`config.mk`:
```
export PLATFORM = sky130hd
export DESIGN_NAME = tv_sweeper_flat
export DESIGN_NICKNAME = d
export VERILOG_FILES = /design/src/rtl/tv_sweeper_pkg.sv /design/src/rtl/tv_sweeper_if.sv /design/src/rtl/tv_sweeper_hold_timer.sv /design/src/rtl/tv_sweeper.sv /design/src/flat_wrapper.sv
export SDC_FILE = /design/constraint.sdc
export NUM_CORES = 1
export LEC_CHECK = 0
export CELL_PAD_IN_SITES_DETAIL_PLACEMENT = 2
export CELL_PAD_IN_SITES_GLOBAL_PLACEMENT = 2
export CORE_MARGIN = 3
export CORE_UTILIZATION = 33
export DETAILED_ROUTE_END_ITERATION = 8
export PLACE_DENSITY_LB_ADDON = 0.1
export SLEW_MARGIN = 15
export SYNTH_ARGS = -nofsm -noshare
export SYNTH_HDL_FRONTEND = slang
export SYNTH_SLANG_ARGS = --single-unit
```
`constraint.sdc`:
```
create_clock -name clock -period 4.25 [get_ports clock]
set_input_delay 0.85 -clock clock [delete_from_list [all_inputs] [get_ports clock]]
set_output_delay 0.85 -clock clock [all_outputs]
set_load 0.02 [all_outputs]
```
`src/rtl/tv_sweeper_pkg.sv`:
```
// Shared types and helpers for the truth-table sweep engine.
package tv_sweep_pkg;

    typedef enum logic [1:0] {
        IDLE  = 2'd0,
        APPLY = 2'd1,
        DONE  = 2'd2
    } sweep_state_t;

    localparam logic [3:0] NAND2_EXPECT = 4'b0111;

    // Number of truth-table rows for an n-input network.
    function automatic int unsigned rows_for(input int unsigned n);
        return 32'd1 << n;
    endfunction

endpackage

```
`src/rtl/tv_sweeper_if.sv`:
```
// Sweep control/result bundle between a harness controller and tv_sweeper.
interface tv_sweeper_if
    import tv_sweep_pkg::*;
#(
    parameter int N     = 2,
    parameter int W_OUT = 1
);
    localparam int ROWS = rows_for(N);

    logic                    start;
    logic [W_OUT-1:0]        resp;
    logic [N-1:0]            stim;
    logic                    busy;
    logic                    done;
    logic                    pass;
    logic [N:0]              err_count;
    logic [N-1:0]            fail_row;
    logic [ROWS*W_OUT-1:0]   obs_table;

    modport master (
        output start, resp,
        input  stim, busy, done, pass, err_count, fail_row, obs_table
    );

    modport slave (
        input  start, resp,
        output stim, busy, done, pass, err_count, fail_row, obs_table
    );

endinterface

```
`src/rtl/tv_sweeper_hold_timer.sv`:
```
// Per-row hold counter; last marks the final cycle of each row (count == HOLD-1).
module tv_hold_timer #(
    parameter int HOLD = 3
) (
    input  logic clock,
    input  logic reset_n,
    input  logic clear,
    input  logic en,
    output logic last
);
    localparam int CW = $clog2(HOLD + 1);
    localparam logic [CW-1:0] LAST_VAL = CW'(HOLD - 32'sd1);

    logic [CW-1:0] count_r;

    // Hold counter: cleared on request, wraps after the last cycle of a row.
    always_ff @(posedge clock) begin
        if (!reset_n) begin
            count_r <= {CW{1'b0}};
        end else if (clear) begin
            count_r <= {CW{1'b0}};
        end else if (en) begin
            if (last) begin
                count_r <= {CW{1'b0}};
            end else begin
                count_r <= count_r + CW'(1'b1);
            end
        end
    end

    assign last = (count_r == LAST_VAL);

endmodule

```
`src/rtl/tv_sweeper.sv`:
```
// Truth-table sweep engine: drives every input row, captures and checks responses.
// Optional build macro TV_STOP_ON_FAIL_EN ends a sweep at the first mismatching row.
module tv_sweeper
    import tv_sweep_pkg::*;
#(
    parameter int N     = 2,
    parameter int W_OUT = 1,
    parameter int HOLD  = 3,
    parameter logic [rows_for(N)*W_OUT-1:0] EXPECT = (rows_for(N)*W_OUT)'(NAND2_EXPECT)
) (
    input  logic        clock,
    input  logic        reset_n,
    tv_sweeper_if.slave bus
);
    localparam int ROWS = rows_for(N);
    localparam logic [N-1:0] LAST_ROW = {N{1'b1}};

    sweep_state_t            state_r;
    logic [N-1:0]            stim_r;
    logic [N-1:0]            fail_r;
    logic                    busy_r;
    logic                    done_r;
    logic                    pass_r;
    logic [N:0]              err_r;
    logic [ROWS*W_OUT-1:0]   obs_r;

    logic                    row_last_s;
    logic                    start_ok_s;
    logic                    sample_s;
    logic                    mismatch_s;
    logic                    finish_s;
    logic                    timer_clear_s;
    logic                    timer_en_s;
    logic [W_OUT-1:0]        exp_row_s;
    logic [N:0]              err_next_s;

    tv_hold_timer #(.HOLD(HOLD)) u_hold (
        .clock   (clock),
        .reset_n (reset_n),
        .clear   (timer_clear_s),
        .en      (timer_en_s),
        .last    (row_last_s)
    );

    // Per-cycle decode: start acceptance, sample point, row check and sweep end.
    always_comb begin
        start_ok_s = 1'b0;
        sample_s   = 1'b0;
        timer_en_s = 1'b0;
        case (state_r)
            IDLE, DONE: start_ok_s = bus.start;
            APPLY: begin
                sample_s   = row_last_s;
                timer_en_s = 1'b1;
            end
            default: start_ok_s = 1'b0;
        endcase
        exp_row_s     = EXPECT[stim_r*W_OUT +: W_OUT];
        mismatch_s    = sample_s && (bus.resp != exp_row_s);
        err_next_s    = err_r + {{N{1'b0}}, mismatch_s};
        timer_clear_s = start_ok_s | sample_s;
`ifdef TV_STOP_ON_FAIL_EN
        finish_s      = sample_s && ((stim_r == LAST_ROW) || mismatch_s);
`else
        finish_s      = sample_s && (stim_r == LAST_ROW);
`endif
    end

    // Sweep FSM with all result registers; pass is only meaningful once done is set.
    always_ff @(posedge clock) begin
        if (!reset_n) begin
            state_r <= IDLE;
            stim_r  <= {N{1'b0}};
            fail_r  <= {N{1'b0}};
            busy_r  <= 1'b0;
            done_r  <= 1'b0;
            pass_r  <= 1'b0;
            err_r   <= {(N+1){1'b0}};
            obs_r   <= {(ROWS*W_OUT){1'b0}};
        end else begin
            case (state_r)
                IDLE, DONE: begin
                    if (start_ok_s) begin
                        state_r <= APPLY;
                        stim_r  <= {N{1'b0}};
                        fail_r  <= {N{1'b0}};
                        err_r   <= {(N+1){1'b0}};
                        obs_r   <= {(ROWS*W_OUT){1'b0}};
                        done_r  <= 1'b0;
                        busy_r  <= 1'b1;
                    end
                end
                APPLY: begin
                    if (sample_s) begin
                        obs_r[stim_r*W_OUT +: W_OUT] <= bus.resp;
                        err_r <= err_next_s;
                        if (mismatch_s && (err_r == {(N+1){1'b0}})) begin
                            fail_r <= stim_r;
                        end
                        if (finish_s) begin
                            state_r <= DONE;
                            busy_r  <= 1'b0;
                            done_r  <= 1'b1;
                            pass_r  <= (err_next_s == {(N+1){1'b0}});
                        end else begin
                            stim_r  <= stim_r + N'(1'b1);
                        end
                    end
                end
                default: state_r <= IDLE;
            endcase
        end
    end

    assign bus.stim      = stim_r;
    assign bus.busy      = busy_r;
    assign bus.done      = done_r;
    assign bus.pass      = pass_r;
    assign bus.err_count = err_r;
    assign bus.fail_row  = fail_r;
    assign bus.obs_table = obs_r;

endmodule

```
`src/flat_wrapper.sv`:
```
// flat-port wrapper written by rule: the top's interface ports become plain ports
module tv_sweeper_flat import tv_sweep_pkg::*;
#(
    parameter int N     = 2,
    parameter int W_OUT = 1,
    parameter int HOLD  = 3,
    parameter logic [rows_for(N)*W_OUT-1:0] EXPECT = (rows_for(N)*W_OUT)'(NAND2_EXPECT)
)
  (clock, reset_n, bus_start, bus_resp, bus_stim, bus_busy, bus_done, bus_pass, bus_err_count, bus_fail_row, bus_obs_table);
  tv_sweeper_if #(.N(N), .W_OUT(W_OUT)) bus_i ();
  input  logic clock;
  input  logic reset_n;
  input wire logic [$bits(bus_i.start)-1:0] bus_start;
  input wire logic [$bits(bus_i.resp)-1:0] bus_resp;
  output wire logic [$bits(bus_i.stim)-1:0] bus_stim;
  output wire logic [$bits(bus_i.busy)-1:0] bus_busy;
  output wire logic [$bits(bus_i.done)-1:0] bus_done;
  output wire logic [$bits(bus_i.pass)-1:0] bus_pass;
  output wire logic [$bits(bus_i.err_count)-1:0] bus_err_count;
  output wire logic [$bits(bus_i.fail_row)-1:0] bus_fail_row;
  output wire logic [$bits(bus_i.obs_table)-1:0] bus_obs_table;
  assign bus_i.start = bus_start;
  assign bus_i.resp = bus_resp;
  assign bus_stim = bus_i.stim;
  assign bus_busy = bus_i.busy;
  assign bus_done = bus_i.done;
  assign bus_pass = bus_i.pass;
  assign bus_err_count = bus_i.err_count;
  assign bus_fail_row = bus_i.fail_row;
  assign bus_obs_table = bus_i.obs_table;
  tv_sweeper #(.N(N), .W_OUT(W_OUT), .HOLD(HOLD), .EXPECT(EXPECT)) u_core (.clock(clock), .reset_n(reset_n), .bus(bus_i));
endmodule
```
==> summary.md <==
| Metric | Value |
|---|---|
| Status | complete, no violations |
| Top post-synthesis cells by count | dfxtp_1 (18), a21oi_1 (13), nand3_1 (9) |
| Top cell type by total area after synthesis | dfxtp_1 |
| Reg area | 360.3 µm² |
| Most common cell in the synthesized netlist | dfxtp_1 |
| Initial Util | 35.33% |
| Critical-path cell list | clkdlybuf4s50_1 |
| Root Driver | clkbuf_4 |
| Synthesized flop and latch total | 18 |
| Largest net degree at the start of global routing | 16 |
| RR Startpoint | u_core.state_r[0]$_SDFFE_PN0P_ |
| Min-delay src | u_core.bus.fail_row[1]$_SDFFE_PN0P_ |
| Routed WL | 2957 µm |
| Routed vias/inst | 5.694 |
| Num ports | 18 |
| Tightest Pin Transition | 0.6644 ns |
| Slew margin rel. | 55.62% |
| Sequential fraction of the synthesis area | 36.36% |
| Die area | 0.003697 mm² |
| CORE AREA | 0.002805 mm² |
| Clk_skew | 0.0006849 ns |
| Synthesized area per cell | 9.009 µm² |
| Vias in the first global route | 979 |
| Slew Limit Fails | 0 |
| Cells taking the most area after synthesis | dfxtp_1 (36%), ha_1 (10%), a21oi_1 (6.6%), nand3_1 (4.5%), mux2i_1 (4.0%) |
| Postcts setup bufs | 0 |
| First-pass GRT wire length | 5037 µm |
| Clock buffer count from CTS | 3 |
| Max clock buf depth | 2 |
| Fin Setup TNS | 0 ns |
| DR WL/cell | 18.83 µm |
| DR DRC count | 0 |
| Startpoint Class | flop |
| IO Port Bufs | 17 |
| Ys async rst share | 0% |
| GP Congestion | 0.7322 |
| Pwr/cell area | 257.0 mW/mm² |
| Clock-pin transition on the worst setup and hold timing paths | 0.11 ns |
| Main synth FF type | dfxtp_1 |
| Net Count, Synth | 122 |
| Yosys top cell area share | 36.36% |
| Initial antenna violation count | 0 |
| TritonCTS sink count | 18 |
| Worst path slowest cell | clkdlybuf4s50_1 |
| YS warnings | 0 |
| Final #Nets | 139 |
| Worst EP required | 3.40 ns |
| Routed Antenna Nets | 0 |
| Clock tree from TritonCTS | done |
| Final setup viols | 0 |
| Leak Pwr | 0.0004325 µW |
| CP Launch Point | u_core.bus.stim[0]$_SDFFE_PN0P_ |
| Minimum setup slack after placement | 1.596 ns |
| Initial detailed-routing violation count | 31 |
| Number of synthesized flops with an enable pin | 0 |
| Diode count | 0 |
| Number of cells upsized or downsized after cts | 0 |
| Final Cycle Share | 56.91% |
| Worst setup path class | flop to output port |
| Die height | 60.80 µm |
| Layout area overhead | 22.22% |
| Crit path DAT | 1.57 ns |
| Netlist Area Pre-Place | 991.0 µm² |
| Cells after Synth | 110 |
| H-tree lvl count | 1 |
| Layout cells sized above 1 | 3.968% |
| Maximum VDD drop | 0.1675 mV |
| Row count | 19 |
| Post-layout minimum cycle time | 2.419 ns |
| Yosys cell types | 36 |
| Crit Path Max Fanout | 10 |
| Clk_lat worst skew | 0.29 ns |
| Max_cap viols | 0 |
| Crit path largest cell delay | 0.69 ns |
| FF-to-FF setup slack | 2.11 ns |
| Hold Path Class | flop to flop |
| Multi-input gate area | 569.3 µm² |
| Remaining global-route overflow | 0 |
| DRT Pass-1 Iters | 4 |
| Dpl hpwl | 2102 µm |
| Final Hold Violating Endpoints | 0 |
| Die width | 60.80 µm |
| Unrepaired setup endpoints after global routing | false |
| Gr usage total | 18.72% |
| Peak Freq | 413.4 MHz |
| Crit path max-delay family | buffers and inverters |
| Crit path buffers/inverters | 1 |
| Via count | 894 |
| FILL cells | 329 |
| Final worst setup slack | 1.831 ns |
| Crit end category | output port |
| Hold-fix buffers, CTS | 0 |
## per-layer routing
| metal | track usage, % | share of wire [%] | vias up |
|---|---|---|---|
| met2 | 31.30 | 49 | 12 |
| met5 | 0 | 0 | - |
| li1 | - | - | 434 |
| met3 | 2.979 | 2.4 | 2 |
| met1 | 23.98 | 48 | 446 |
| met4 | 7.430 | 0.61 | 0 |
## through the flow
step	area (µm²)	instances	hold slack, ns	utilization (%)	power, µW
6_report	1211	157	0.4841	43.18	311.3
3_5_place_dp	1175	153	0.4664	41.88	208.7
5_1_grt	1211	157	0.5171	43.18	330.9
3_3_place_gp	1175	153	0.4592	41.88	207.6
4_1_cts	1211	157	0.4853	43.18	318.9
2_1_floorplan	991.0	110	0.4603	-	195.9
## layout by cell type (no fill, tap or decap), drive strengths merged
cell,netlist,routed
clkdlybuf4s50,0,17
clkbuf,2,4
a31oi,1,1
o221a,1,1
o31ai,1,1
nand4,1,1
nor2,4,4
bufinv,1,1
nor3,1,1
dfxtp,18,18
o21ai,4,4
a21boi,1,1
a211o,1,1
and4bb,1,1
nand2,6,6
nor3b,1,1
inv,5,5
nor2b,2,2
or3b,1,1
nand4b,2,2
nand3,9,9
o2111ai,1,1
xnor2,1,1
or4,1,1
o211ai,4,4
nand2b,2,2
nand4bb,2,2
nor4b,1,1
a22oi,1,1
or3,2,2
ha,8,8
xor2,1,1
a21oi,13,13
mux2i,4,4
nand3b,3,3
## power by group
group,internal [µW],leakage [µW],switching (µW)
registers,171,0.000146,3.09
clock network,52.2,0.0000210,54.3
logic,11.4,0.000266,19.0
total,235,0.000433,76.5
## final cells by class
type	instances	share of cell area, %
timing repair buffer	17	14.05
sequential	18	29.75
clock buffer	4	2.996
inverter	6	2.996
tap	31	3.202
multi-input combinational	81	47.00
## sequential cells by signal, indices dropped and copies added, names as in the netlist
| signal | cells |
|---|---|
| u_core.bus.busy | 1 |
| u_core.bus.done | 1 |
| u_core.bus.err_count | 3 |
| u_core.bus.fail_row | 2 |
| u_core.bus.obs_table | 4 |
| u_core.bus.pass | 1 |
| u_core.bus.stim | 2 |
| u_core.state_r | 2 |
| u_core.u_hold.count_r | 2 |
## cell families after synthesis
kind of cell,Yosys count,synth area share [%]
AO/OA/AOI/OAI,28,17.43
XOR/XNOR,2,1.768
adder cells (fa/ha/maj),8,10.10
buffers and inverters,11,6.188
flip-flops,18,36.36
multiplexers,4,4.041
AND/OR/NAND/NOR,39,24.12
## path summary, 6_finish.rpt
check	cells past startpoint	end
max	1	bus_stim[0]
min	2	u_core.bus.fail_row[1]$_SDFFE_PN0P_
min reg2reg	2	u_core.bus.fail_row[1]$_SDFFE_PN0P_
max reg2reg	7	u_core.bus.pass$_SDFFE_PN0P_
No activity file was read; power rests on OpenSTA's default activity.
